===== config.mk =====
export PLATFORM = sky130hd
export DESIGN_NAME = trap_sequencer_flat
export DESIGN_NICKNAME = d
export VERILOG_FILES = /design/src/rtl/trap_sequencer_pkg.sv /design/src/rtl/trap_sequencer_if.sv /design/src/rtl/trap_sequencer.sv /design/src/flat_wrapper.sv
export SDC_FILE = /design/constraint.sdc
export NUM_CORES = 1
export LEC_CHECK = 0
export ABC_AREA = 1
export BUFFER_PORTS_ARGS = -buffer_cell sky130_fd_sc_hd__buf_4
export CAP_MARGIN = 0
export CORE_MARGIN = 2
export CORE_UTILIZATION = 30
export DETAILED_ROUTE_END_ITERATION = 16
export PLACE_DENSITY = 0.57
export SETUP_SLACK_MARGIN = 0.5
export SYNTH_ARGS = -nofsm -noshare
export SYNTH_HDL_FRONTEND = slang
export SYNTH_SLANG_ARGS = --single-unit

===== constraint.sdc =====
create_clock -name clk -period 3.4 [get_ports clk]
set_input_delay 0.51 -clock clk [delete_from_list [all_inputs] [get_ports clk]]
set_output_delay 0.51 -clock clk [all_outputs]
set_load 0.02 [all_outputs]

===== src/rtl/trap_sequencer_pkg.sv =====
// Shared types and constants for the trap-entry / trap-return sequencer.
// Holds the FSM state encoding, CSR select codes and mstatus/mcause field layout.
package trap_pkg;

    typedef enum logic [2:0] {
        ST_IDLE,
        ST_DRAIN,
        ST_COMMIT,
        ST_REDIRECT,
        ST_RET_REDIRECT
    } trap_state_e;

    localparam logic [1:0] CSR_SEL_MSTATUS = 2'd0;
    localparam logic [1:0] CSR_SEL_MEPC    = 2'd1;
    localparam logic [1:0] CSR_SEL_MCAUSE  = 2'd2;

    localparam int MSTATUS_MIE_BIT  = 3;
    localparam int MSTATUS_MPIE_BIT = 7;

    localparam int MCAUSE_CODE_W = 5;
    localparam int MCAUSE_PAD_W  = 26;

endpackage


===== src/rtl/trap_sequencer_if.sv =====
// Bundle between decode/fetch and the trap sequencer: trap requests, CSR writes,
// redirect handshake and the CSR values fed back to decode.
interface trap_sequencer_if;
    logic        interrupt;
    logic        exception;
    logic [4:0]  int_code;
    logic [31:0] handler_pc;
    logic [31:0] epc;
    logic        mret;
    logic        redirect_ready;
    logic        csr_we;
    logic [1:0]  csr_sel;
    logic [31:0] csr_wdata;
    logic        flush;
    logic        redirect_valid;
    logic [31:0] redirect_pc;
    logic        trap_active;
    logic [31:0] mepc;
    logic [31:0] mcause;
    logic        mstatus_mie;
    logic        mstatus_mpie;

    modport slave (
        input  interrupt, exception, int_code, handler_pc, epc, mret,
               redirect_ready, csr_we, csr_sel, csr_wdata,
        output flush, redirect_valid, redirect_pc, trap_active,
               mepc, mcause, mstatus_mie, mstatus_mpie
    );

    modport master (
        output interrupt, exception, int_code, handler_pc, epc, mret,
               redirect_ready, csr_we, csr_sel, csr_wdata,
        input  flush, redirect_valid, redirect_pc, trap_active,
               mepc, mcause, mstatus_mie, mstatus_mpie
    );
endinterface


===== src/rtl/trap_sequencer.sv =====
// Trap entry/return sequencer: trap -> DRAIN_CYCLES of flush, 1 commit cycle, then redirect
// (CSRs visible with redirect); mret redirects next cycle. Redirect held until redirect_ready.
module trap_sequencer
    import trap_pkg::*;
#(
    parameter int unsigned DRAIN_CYCLES = 2,
    parameter logic [31:0] RESET_PC     = 32'h0
) (
    input  logic             clk,
    input  logic             rst_n,
    trap_sequencer_if.slave  bus
);

    trap_state_e              state_q, state_d;
    logic [3:0]               cnt_q, cnt_d;
    logic [31:0]              epc_q, epc_d;
    logic [MCAUSE_CODE_W-1:0] code_q, code_d;
    logic                     is_intr_q, is_intr_d;
    logic [31:0]              mepc_q, mepc_d;
    logic                     mc_intr_q, mc_intr_d;
    logic [MCAUSE_CODE_W-1:0] mc_code_q, mc_code_d;
    logic                     mie_q, mie_d;
    logic                     mpie_q, mpie_d;
    logic                     ret_first_q, ret_first_d;
    logic                     trap_active_q, trap_active_d;

    logic unused_bits;
    assign unused_bits = ^{bus.epc[1:0], bus.csr_wdata[30:8], bus.csr_wdata[6:5]};

    always_comb begin
        state_d     = state_q;
        cnt_d       = cnt_q;
        epc_d       = epc_q;
        code_d      = code_q;
        is_intr_d   = is_intr_q;
        mepc_d      = mepc_q;
        mc_intr_d   = mc_intr_q;
        mc_code_d   = mc_code_q;
        mie_d       = mie_q;
        mpie_d      = mpie_q;
        ret_first_d = 1'b0;

        case (state_q)
            ST_IDLE: begin
                // exception outranks interrupt, and either trap swallows a same-cycle mret
                if (bus.exception || bus.interrupt) begin
                    epc_d     = {bus.epc[31:2], 2'b00};
                    code_d    = bus.int_code;
                    is_intr_d = !bus.exception;
                    cnt_d     = 4'(DRAIN_CYCLES);
                    state_d   = ST_DRAIN;
                end else if (bus.mret) begin
                    mie_d       = mpie_q;
                    mpie_d      = 1'b1;
                    ret_first_d = 1'b1;
                    state_d     = ST_RET_REDIRECT;
                end else if (bus.csr_we) begin
                    case (bus.csr_sel)
                        CSR_SEL_MSTATUS: begin
                            mie_d  = bus.csr_wdata[MSTATUS_MIE_BIT];
                            mpie_d = bus.csr_wdata[MSTATUS_MPIE_BIT];
                        end
                        CSR_SEL_MEPC:   mepc_d = {bus.csr_wdata[31:2], 2'b00};
                        CSR_SEL_MCAUSE: begin
                            mc_intr_d = bus.csr_wdata[31];
                            mc_code_d = bus.csr_wdata[MCAUSE_CODE_W-1:0];
                        end
                        default: ;
                    endcase
                end
            end
            ST_DRAIN: begin
                cnt_d = cnt_q - 4'd1;
                if (cnt_q <= 4'd1) state_d = ST_COMMIT;
            end
            ST_COMMIT: begin
                mepc_d    = epc_q;
                mc_intr_d = is_intr_q;
                mc_code_d = code_q;
                mpie_d    = mie_q;
                mie_d     = 1'b0;
                state_d   = ST_REDIRECT;
            end
            ST_REDIRECT,
            ST_RET_REDIRECT: begin
                if (bus.redirect_ready) state_d = ST_IDLE;
            end
            default: state_d = ST_IDLE;
        endcase

        trap_active_d = (state_d != ST_IDLE);
    end

    always_ff @(posedge clk or negedge rst_n) begin
        if (!rst_n) begin
            state_q       <= ST_IDLE;
            cnt_q         <= '0;
            epc_q         <= '0;
            code_q        <= '0;
            is_intr_q     <= 1'b0;
            mepc_q        <= RESET_PC;
            mc_intr_q     <= 1'b0;
            mc_code_q     <= '0;
            mie_q         <= 1'b0;
            mpie_q        <= 1'b0;
            ret_first_q   <= 1'b0;
            trap_active_q <= 1'b0;
        end else begin
            state_q       <= state_d;
            cnt_q         <= cnt_d;
            epc_q         <= epc_d;
            code_q        <= code_d;
            is_intr_q     <= is_intr_d;
            mepc_q        <= mepc_d;
            mc_intr_q     <= mc_intr_d;
            mc_code_q     <= mc_code_d;
            mie_q         <= mie_d;
            mpie_q        <= mpie_d;
            ret_first_q   <= ret_first_d;
            trap_active_q <= trap_active_d;
        end
    end

    // handler_pc passes straight through so vectored decode sees the freshly committed mcause
    assign bus.flush          = (state_q == ST_DRAIN) || (state_q == ST_COMMIT) ||
                                ((state_q == ST_RET_REDIRECT) && ret_first_q);
    assign bus.redirect_valid = (state_q == ST_REDIRECT) || (state_q == ST_RET_REDIRECT);
    assign bus.redirect_pc    = (state_q == ST_REDIRECT)     ? bus.handler_pc :
                                (state_q == ST_RET_REDIRECT) ? mepc_q : 32'h0;
    assign bus.trap_active    = trap_active_q;
    assign bus.mepc           = mepc_q;
    assign bus.mcause         = {mc_intr_q, {MCAUSE_PAD_W{1'b0}}, mc_code_q};
    assign bus.mstatus_mie    = mie_q;
    assign bus.mstatus_mpie   = mpie_q;

endmodule


===== src/flat_wrapper.sv =====
// flat-port wrapper written by rule: the top's interface ports become plain ports
module trap_sequencer_flat import trap_pkg::*;
#(
    parameter int unsigned DRAIN_CYCLES = 2,
    parameter logic [31:0] RESET_PC     = 32'h0
)
  (clk, rst_n, bus_interrupt, bus_exception, bus_int_code, bus_handler_pc, bus_epc, bus_mret, bus_redirect_ready, bus_csr_we, bus_csr_sel, bus_csr_wdata, bus_flush, bus_redirect_valid, bus_redirect_pc, bus_trap_active, bus_mepc, bus_mcause, bus_mstatus_mie, bus_mstatus_mpie);
  trap_sequencer_if bus_i ();
  input  logic clk;
  input  logic rst_n;
  input wire logic [$bits(bus_i.interrupt)-1:0] bus_interrupt;
  input wire logic [$bits(bus_i.exception)-1:0] bus_exception;
  input wire logic [$bits(bus_i.int_code)-1:0] bus_int_code;
  input wire logic [$bits(bus_i.handler_pc)-1:0] bus_handler_pc;
  input wire logic [$bits(bus_i.epc)-1:0] bus_epc;
  input wire logic [$bits(bus_i.mret)-1:0] bus_mret;
  input wire logic [$bits(bus_i.redirect_ready)-1:0] bus_redirect_ready;
  input wire logic [$bits(bus_i.csr_we)-1:0] bus_csr_we;
  input wire logic [$bits(bus_i.csr_sel)-1:0] bus_csr_sel;
  input wire logic [$bits(bus_i.csr_wdata)-1:0] bus_csr_wdata;
  output wire logic [$bits(bus_i.flush)-1:0] bus_flush;
  output wire logic [$bits(bus_i.redirect_valid)-1:0] bus_redirect_valid;
  output wire logic [$bits(bus_i.redirect_pc)-1:0] bus_redirect_pc;
  output wire logic [$bits(bus_i.trap_active)-1:0] bus_trap_active;
  output wire logic [$bits(bus_i.mepc)-1:0] bus_mepc;
  output wire logic [$bits(bus_i.mcause)-1:0] bus_mcause;
  output wire logic [$bits(bus_i.mstatus_mie)-1:0] bus_mstatus_mie;
  output wire logic [$bits(bus_i.mstatus_mpie)-1:0] bus_mstatus_mpie;
  assign bus_i.interrupt = bus_interrupt;
  assign bus_i.exception = bus_exception;
  assign bus_i.int_code = bus_int_code;
  assign bus_i.handler_pc = bus_handler_pc;
  assign bus_i.epc = bus_epc;
  assign bus_i.mret = bus_mret;
  assign bus_i.redirect_ready = bus_redirect_ready;
  assign bus_i.csr_we = bus_csr_we;
  assign bus_i.csr_sel = bus_csr_sel;
  assign bus_i.csr_wdata = bus_csr_wdata;
  assign bus_flush = bus_i.flush;
  assign bus_redirect_valid = bus_i.redirect_valid;
  assign bus_redirect_pc = bus_i.redirect_pc;
  assign bus_trap_active = bus_i.trap_active;
  assign bus_mepc = bus_i.mepc;
  assign bus_mcause = bus_i.mcause;
  assign bus_mstatus_mie = bus_i.mstatus_mie;
  assign bus_mstatus_mpie = bus_i.mstatus_mpie;
  trap_sequencer #(.DRAIN_CYCLES(DRAIN_CYCLES), .RESET_PC(RESET_PC)) u_core (.clk(clk), .rst_n(rst_n), .bus(bus_i));
endmodule

==> flow_summary.json, run 1 <==
{
  "yosys.area_share.simple": 0.4263,
  "place_congestion": 0.8118,
  "synth_compound_area_frac": 0.006889,
  "postSynthCellCount": 658,
  "area_delta_synth_final_pct": 34.15,
  "finalCritPeriodShare": 0.7261,
  "antenna_found_initial": 0,
  "power_density_mw_per_mm2": 849.1,
  "grt.overflow.total": 0,
  "clockBufferDepth": 2,
  "rsz0062_at_grt": "no",
  "path_buf_inv": 1,
  "grt_max_degree": 57,
  "dr.pass1.iters": 5,
  "ctsResizeCount": 0,
  "fmaxAchievable_ghz": 0.4051,
  "pwr-share-seq": 0.331,
  "num_vias": 4618,
  "yosys_warnings": 0,
  "combPwrFrac": 0.495,
  "cts_buffers": 9,
  "cts_max_level": 3,
  "ys_types": 25,
  "grt_use_total": 0.1747,
  "slew_headroom": 0.3673,
  "cts_tree": "yes",
  "dieWidth_um": 129.5,
  "nNetsFinal": 934,
  "drc": 0,
  "grt_pass1_vias": 4362,
  "start_kind": "register",
  "grt_pass1_wl_um": 22450,
  "synthAdderAreaFrac": 0.005299,
  "path_cells": "inv_2 -> nand3_4 -> nand2_2 -> nand2_2 -> nand2_1 -> nand2_1",
  "required_ps": 3630,
  "holdWs_ps": 242.2,
  "synth_xor_area_frac": 0.001855,
  "avgSynthCellArea_um2": 7.176,
  "setup_viol": 0,
  "ctsHoldBuffers": 0,
  "p_leak_nw": 3.656,
  "crit_family": "simple AND/OR/NAND/NOR gates",
  "num-fill-cells": 1643,
  "fp-row-count": 45,
  "cp_max_fo": 37,
  "synthMuxAreaShare": 0,
  "path_class": "register to register",
  "initialDrtViolationCount": 243,
  "insertion_delay_ps": 340,
  "worst_pin_slew_ps": 946.8,
  "p_sw_mw": 2.458,
  "crit_slowest_cell": "nand3_4",
  "dieHeight_um": 129.5,
  "p_sw_frac": 0.4569,
  "yosysSeqAreaShare": 0.4399,
  "initial_core_util": 0.3083,
  "netlist_area_mm2": 0.004722,
  "core_area_mm2": 0.01531,
  "root_buffer": "clkbuf_16",
  "finalCriticalPeriod_ps": 2469,
  "maxCapViolCount": 0,
  "layout-drive-gt1-share": 0.2684,
  "dpl.hpwl_um": 9885,
  "die_area_mm2": 0.01676,
  "io_buffer_count": 180,
  "antenna_cells": 0,
  "synth_top_family_by_area": "simple AND/OR/NAND/NOR gates",
  "finClkSkew_ps": 7.713,
  "pwr-share-clk": 0.174,
  "arrival_ps": 2700,
  "wl_um": 14630,
  "finalMaxSlewViolations": 0,
  "utilization": 0.4136,
  "outcome": "finished, final reports clean",
  "min_path_type": "input pin to async pin",
  "postCtsSetupBuffers": 0,
  "critPathMaxStageDelay_ps": 480,
  "p_int_mw": 2.921,
  "cts.reportedPaths.clkPinSlew_ps": 60,
  "hold_violations": 0,
  "viasPerCell": 4.449,
  "routedWlPerCell_um": 14.09,
  "ant_nets": 0,
  "vdd_drop_max_v": 0.0003275,
  "synth-seq-cells": 83,
  "tns_ps": 0,
  "io_pins": 211,
  "endpoint_kind": "register",
  "cts.sink_count": 83
}
## through the flow
stage	cell area, µm²	setup slack (ps)	power [mW]	std cells
2_1_floorplan	4823	1631	3.547	685
3_3_place_gp	6055	923.1	4.462	1022
3_5_place_dp	6055	916.7	4.486	1022
4_1_cts	6335	906.8	5.440	1038
5_1_grt	6335	715.3	5.827	1038
6_report	6335	931.3	5.379	1038
## state kept, by name (all words and copies together), names as in the netlist
register and count:
u_core.epc_q 30, u_core.state_q 3, u_core.code_q 5, u_core.cnt_q 4
u_core.mc_intr_q 1, u_core.ret_first_q 1, u_core.is_intr_q 1, u_core.bus.trap_active 1
u_core.mc_code_q 5, u_core.bus.mepc 30, u_core.bus.mstatus_mie 1, u_core.bus.mstatus_mpie 1
## synth_stat cells, drive strengths merged
cell / count / area share
nand4: 3 / 0.0040
a21boi: 1 / 0.0016
buf: 61 / 0.099
xor2: 1 / 0.0019
nand3: 113 / 0.12
ha: 2 / 0.0053
nand3b: 1 / 0.0016
dfrtp: 83 / 0.44
nor3: 1 / 0.0034
nand2: 341 / 0.27
o21ai: 5 / 0.0053
or2: 1 / 0.0013
inv: 20 / 0.016
clkbuf: 5 / 0.0040
conb: 1 / 0.00079
nor2: 19 / 0.020
## final cells by class
type                    instances  area [µm²]  share of cell area
well taps                     211       264.0             0.04167
clock inverters                 5       27.53            0.004345
multi-input cells             516        2185              0.3449
clock buffers                  11       252.7             0.03990
inverters                      20       75.07             0.01185
repair buffers                192        1454              0.2295
flip-flops and latches         83        2077              0.3279
## per-layer routing
metal / vias to the layer above / share of wire / global-route usage
li1: 2330 / - / -
met1: 2106 / 0.45 / 0.2316
met2: 163 / 0.46 / 0.2836
met3: 19 / 0.064 / 0.03964
met4: 0 / 0.019 / 0.05756
met5: - / 0 / 0
## cell usage in the layout, fill, tap and decap left out, drive strengths merged
cell type / instances
nand2: 341
buf: 192
nand3: 113
dfrtp: 83
conb: 28
inv: 20
nor2: 19
clkbuf: 11
o21ai: 5
clkinv: 4
nand4: 3
ha: 2
nor3: 1
nand3b: 1
or2: 1
xor2: 1
a21boi: 1
clkinvlp: 1
## cell families after synthesis
group	Yosys count
xor+xnor	1
buf+inv	86
fa+ha+maj	2
compound gates	6
other cells	1
flops	83
simple gates	479
## power by group through the flow
| stage | Clock, mW | Combinational, mW | Sequential (mW) |
|---|---|---|---|
| 2_1_floorplan | 0 | 1.57 | 1.98 |
| 3_3_place_gp | 0 | 2.68 | 1.79 |
| 3_5_place_dp | 0 | 2.69 | 1.79 |
| 4_1_cts | 0.962 | 2.70 | 1.78 |
| 5_1_grt | 1.01 | 2.96 | 1.85 |
| 6_report | 0.934 | 2.67 | 1.78 |
## worst paths after layout
path	to	from	depth (start not counted)	slack (ps)
min in group clk	u_core.epc_q[25]$_DFFE_PN0P_	bus_epc[25]	3	360
worst min register to register	u_core.epc_q[4]$_DFFE_PN0P_	u_core.epc_q[4]$_DFFE_PN0P_	2	470
worst max-delay path	u_core.bus.mepc[29]$_DFFE_PN0P_	u_core.state_q[0]$_DFF_PN0_	6	930
worst min-delay path	u_core.code_q[0]$_DFFE_PN0P_	rst_n	1	240
worst max register to register	u_core.bus.mepc[29]$_DFFE_PN0P_	u_core.state_q[0]$_DFF_PN0_	6	930
max in group asynchronous	u_core.bus.mepc[8]$_DFFE_PN0P_	rst_n	2	2440
Power figures use the tool's default switching activity.
==> run 2: changes to the inputs <==
==> constraint.sdc (replaced) <==
create_clock -name clk -period 2.4 [get_ports clk]
set_input_delay 0.36 -clock clk [delete_from_list [all_inputs] [get_ports clk]]
set_output_delay 0.36 -clock clk [all_outputs]
set_load 0.02 [all_outputs]
==> run 2 against run 1 <==
The run now ends with negative hold slack left. Critical path depth rose by 1. Clock-buffer cell count rose by 3. Clock power rose by 48%. Non-clock buffer count rose by 22. Sequential power rose by 44%. Combinational power rose by 61%. Die area did not move. Setup slack got worse by 520 ps. Wire length rose by 8.1%. Final cell count rose by 2.1%. Largest power group unchanged.
==> flow_summary.json, run 2 (same netlist as run 1, synthesis figures left out) <==
{
  "outcome": "finished, violations left",
  "violations": "negative hold slack",
  "slew_headroom": 0.6466,
  "nNetsFinal": 956,
  "cts_max_level": 3,
  "ctsHoldBuffers": 0,
  "maxCapViolCount": 0,
  "wl_um": 15820,
  "dieWidth_um": 129.5,
  "fp-row-count": 45,
  "io_buffer_count": 180,
  "core_area_mm2": 0.01531,
  "power_mw": 8.262,
  "cts_tree": "yes",
  "finalCriticalPeriod_ps": 1984,
  "power_density_mw_per_mm2": 1176,
  "dpl.hpwl_um": 10080,
  "initialDrtViolationCount": 188,
  "dr.pass1.iters": 4,
  "critPathMaxStageDelay_ps": 420,
  "grt_use_total": 0.1863,
  "endpoint_kind": "output port",
  "antenna_found_initial": 0,
  "p_int_mw": 4.589,
  "reg2reg_from": "u_core.state_q[0]$_DFF_PN0_",
  "dieHeight_um": 129.5,
  "grt_max_degree": 47,
  "crit_slowest_cell": "dfrtp_2",
  "setup_viol": 0,
  "finClkSkew_ps": 4.821,
  "required_ps": 2040,
  "root_buffer": "clkbuf_16",
  "area_delta_synth_final_pct": 48.83,
  "pwr-share-clk": 0.167,
  "insertion_delay_ps": 340,
  "final_common_cell": "nand2_1",
  "path_cells": "buf_4 -> nor2_4 -> buf_12 -> clkbuf_16 -> nand3_1 -> nand2_1 -> buf_6",
  "p_sw_frac": 0.4446,
  "grt_pass1_wl_um": 23690,
  "p_leak_nw": 4.018,
  "p_sw_mw": 3.673,
  "layout_common_cells": "nand2_1 (299), buf_4 (167), nand3_1 (108), dfrtp_1 (81), buf_6 (36)",
  "ant_nets": 0,
  "grt.overflow.total": 0,
  "worst_pin_slew_ps": 530.0,
  "reg2regPathDepth": 8,
  "antenna_cells": 0,
  "layout-drive-gt1-share": 0.3357,
  "place_area_mm2": 0.006100,
  "routedWlPerCell_um": 14.92,
  "final_area_mm2": 0.007028,
  "finalCritPeriodShare": 0.8266,
  "cts.reportedPaths.clkPinSlew_ps": 60,
  "combPwrFrac": 0.521,
  "rsz0062_at_grt": "yes",
  "pwr-share-seq": 0.312,
  "holdWs_ps": -9.325,
  "finalMaxSlewViolations": 0,
  "cts.sink_count": 83,
  "viasPerCell": 4.450,
  "tns_ps": 0,
  "clockBufferDepth": 2,
  "cts_buffers": 9,
  "place_congestion": 0.8221,
  "arrival_ps": 1620,
  "min_path_type": "input pin to async pin",
  "fmaxAchievable_ghz": 0.5041,
  "drc": 0,
  "die_area_mm2": 0.01676,
  "crit_path_start": "u_core.state_q[2]$_DFF_PN0_",
  "num_vias": 4717,
  "cp_max_fo": 7,
  "vdd_drop_max_v": 0.0005367,
  "hold_violations": 5,
  "start_kind": "register",
  "rr_endpoint": "u_core.bus.trap_active$_DFF_PN0_",
  "initial_core_util": 0.3083,
  "rrSetupSlack_ps": 650,
  "io_pins": 211,
  "path_class": "register to output port",
  "grt_pass1_vias": 4415
}
==> run 2: worst max-delay path by stage <==
stage                                           end  slack [ps]  cells after the start
floorplan                        bus_redirect_pc[0]         780                      5
global placement     u_core.bus.mepc[6]$_DFFE_PN0P_         150                      6
detailed placement  u_core.bus.mepc[31]$_DFFE_PN0P_         110                      6
CTS                             bus_redirect_pc[28]         390                      8
global route                     bus_redirect_pc[1]         340                      7
finish                          bus_redirect_pc[30]         420                      7
==> run 2: timing repair <==
action / 4_1_cts / 5_1_grt
pin swaps: 5 / 6
setup buffers: 13 / 2
setup endpoints to repair: 98 / 96
gates cloned: 4 / 2
gates resized for setup: 35 / 69
==> run 2: layout make-up <==
class                      instances  area (µm²)
clock inverter                     2       35.03
sequential                        83        2079
clock buffer                      14       254.0
tap                              211       264.0
timing repair buffer             214        1924
fill                            1614        8287
multi-input combinational        516        2389
inverter                          20       82.58
==> run 2: power by group through the flow <==
| stage | logic [mW] | clock network (mW) | registers [mW] |
|---|---|---|---|
| after global routing | 4.76 | 1.49 | 2.68 |
| after detailed placement | 3.85 | 0 | 2.54 |
| after CTS | 4.18 | 1.42 | 2.53 |
| after floorplan | 2.22 | 0 | 2.80 |
| final | 4.30 | 1.38 | 2.57 |
| after global placement | 3.81 | 0 | 2.53 |
==> run 2: metrics by stage <==
step,setup slack (ps),util,instances
floorplan,780.8,-,685
global placement,150.4,0.3983,1023
detailed placement,107.3,0.3983,1023
CTS,393.6,0.4388,1056
global route,344.8,0.4589,1060
finish,416.1,0.4589,1060
==> run 2: layer usage <==
metal / up-vias / part of all wire / GRT usage
li1: 2385 / - / -
met1: 2184 / 0.45 / 0.2479
met2: 133 / 0.48 / 0.3080
met3: 15 / 0.049 / 0.03386
met4: 0 / 0.014 / 0.06072
met5: - / 0 / 0
==> run 2: critical path: cells and delay by family, from the launching register on <==
family                 cells  cell delay, ps
DFF                        1             420
buffers and inverters      4             550
and+or+nand+nor            3             320
==> run 3: changes to the inputs <==
==> constraint.sdc (replaced) <==
create_clock -name clk -period 2.05 [get_ports clk]
set_input_delay 0.3075 -clock clk [delete_from_list [all_inputs] [get_ports clk]]
set_output_delay 0.3075 -clock clk [all_outputs]
set_load 0.02 [all_outputs]
==> run 3 against run 2 <==
The flow now finishes without violations. Via count grew 2.2%. Combinational power increased by 36%. Final cell count up 1.8%. Utilization is 4.2 points higher. Global-route usage shrank 0.89 points. Critical path type unchanged.
==> flow_summary.json, run 3 (same netlist as run 1, synthesis figures left out) <==
{
  "dieWidth_um": 129.5,
  "crit_slowest_cell": "dfrtp_2",
  "wl_um": 16350,
  "antenna_cells": 0,
  "ant_nets": 0,
  "cp_max_fo": 6,
  "place_area_mm2": 0.006166,
  "cts_tree": "yes",
  "rsz0062_at_grt": "yes",
  "layout_common_cells": "nand2_1 (233), buf_4 (165), nand3_1 (109), dfrtp_1 (80), nand2_2 (64)",
  "path_cells": "buf_6 -> nor3_4 -> buf_6 -> buf_12 -> nand2_4 -> nand3_2 -> buf_6",
  "initialDrtViolationCount": 325,
  "final_area_mm2": 0.007675,
  "core_area_mm2": 0.01531,
  "dieHeight_um": 129.5,
  "cts_max_level": 3,
  "fmaxAchievable_ghz": 0.5111,
  "arrival_ps": 1650,
  "viasPerCell": 4.469,
  "vdd_drop_max_v": 0.0006070,
  "critPathMaxStageDelay_ps": 440,
  "antenna_found_initial": 0,
  "grt_max_degree": 84,
  "grt_use_total": 0.1774,
  "path_class": "register to output port",
  "crit_path_start": "u_core.state_q[0]$_DFF_PN0_",
  "tns_ps": 0,
  "endpoint_kind": "output port",
  "grt_pass1_wl_um": 23160,
  "power_density_mw_per_mm2": 1375,
  "area_delta_synth_final_pct": 62.53,
  "root_buffer": "clkbuf_16",
  "finalCritPeriodShare": 0.9543,
  "outcome": "finished, final reports clean",
  "p_leak_nw": 4.411,
  "rrSetupSlack_ps": 400,
  "finalMaxSlewViolations": 0,
  "start_kind": "register",
  "drc": 0,
  "crit_family": "buffers and inverters",
  "reg2regPathDepth": 10,
  "path_buf_inv": 4,
  "routedWlPerCell_um": 15.15,
  "cts_buffers": 9,
  "die_area_mm2": 0.01676,
  "min_path_type": "input pin to async pin",
  "fp-row-count": 45,
  "cts.sink_count": 83,
  "dpl.hpwl_um": 10190,
  "num_vias": 4822,
  "io_pins": 211,
  "dr.pass1.iters": 4,
  "finalCriticalPeriod_ps": 1956,
  "rr_endpoint": "u_core.bus.mepc[30]$_DFFE_PN0P_",
  "layout-drive-gt1-share": 0.4320,
  "hold_violations": 0,
  "io_buffer_count": 180,
  "final_common_cell": "nand2_1",
  "setup_viol": 0,
  "clockBufferDepth": 2,
  "cts.reportedPaths.clkPinSlew_ps": 60,
  "grt_pass1_vias": 4443,
  "nNetsFinal": 975,
  "place_congestion": 0.7854,
  "maxCapViolCount": 0,
  "required_ps": 1740,
  "grt.overflow.total": 0,
  "initial_core_util": 0.3083,
  "reg2reg_from": "u_core.state_q[1]$_DFF_PN0_",
  "insertion_delay_ps": 350,
  "finClkSkew_ps": 4.871,
  "cpMostUsedCell": "buf_6"
}
==> run 3: changes by cell type in the layout (fill, tap and decap cells not counted), sizes merged <==
cell / before / now
buf: 211 / 226
bufbuf: 1 / 0
bufinv: 1 / 0
clkbuf: 16 / 22
clkinv: 1 / 2
inv: 20 / 19
==> run 3: area by class of cell <==
| class | count | area (µm²) |
|---|---|---|
| Clock buffer | 15 | 287.8 |
| Sequential cell | 83 | 2081 |
| Tap cell | 211 | 264.0 |
| Clock inverter | 1 | 5.005 |
| Inverter | 20 | 80.08 |
| Fill cell | 1520 | 7640 |
| Timing Repair Buffer | 233 | 2238 |
| Multi-Input combinational cell | 516 | 2719 |
==> run 3: routing by layer <==
layer  share of wire  GRT usage  up-vias  wire length (µm)
met5               0          0        -                 0
met4           0.011    0.05566        0               185
met3           0.050    0.03427       10               814
met2            0.51     0.2988      135              8358
met1            0.43     0.2309     2249              6986
li1                -          -     2428                 -
==> run 3: where the power goes <==
part	leakage (nW)	internal, mW	switching (mW)
Sequential	1.02	2.42	0.681
Clock	0.146	0.954	0.667
Combinational	3.24	2.48	3.35
==> run 3: how the worst max path moves through the flow <==
stage | to | slack (ps) | cells after the start
2_1_floorplan | bus_redirect_pc[10] | 510 | 5
5_1_grt | bus_redirect_pc[2] | 2 | 7
6_report | bus_flush | 90 | 7
4_1_cts | bus_redirect_pc[2] | 80 | 7
3_3_place_gp | u_core.mc_code_q[0]$_DFFE_PN0P_ | 410 | 7
3_5_place_dp | u_core.mc_code_q[2]$_DFFE_PN0P_ | 370 | 7
==> run 3: per-stage QoR <==
| stage | std cells | setup slack (ps) | utilization | power, mW | hold slack (ps) |
|---|---|---|---|---|---|
| final | 1079 | 93.58 | 0.5011 | 10.55 | 0.6691 |
| after global routing | 1079 | 2.091 | 0.5011 | 11.29 | 37.21 |
| after floorplan | 685 | 506.0 | - | 5.884 | 11.91 |
| after detailed placement | 1030 | 369.3 | 0.4026 | 7.524 | 390.5 |
| after CTS | 1061 | 82.13 | 0.4554 | 9.617 | 19.91 |
| after global placement | 1030 | 406.3 | 0.4026 | 7.469 | 391.2 |
==> run 3: repair_timing <==
item                       CTS  global route
pin swaps                   10            50
cloned                       3            11
setup buffers               12             7
setup endpoints to repair   81           109
gates resized for setup     97           129
hold buffers                 0             0
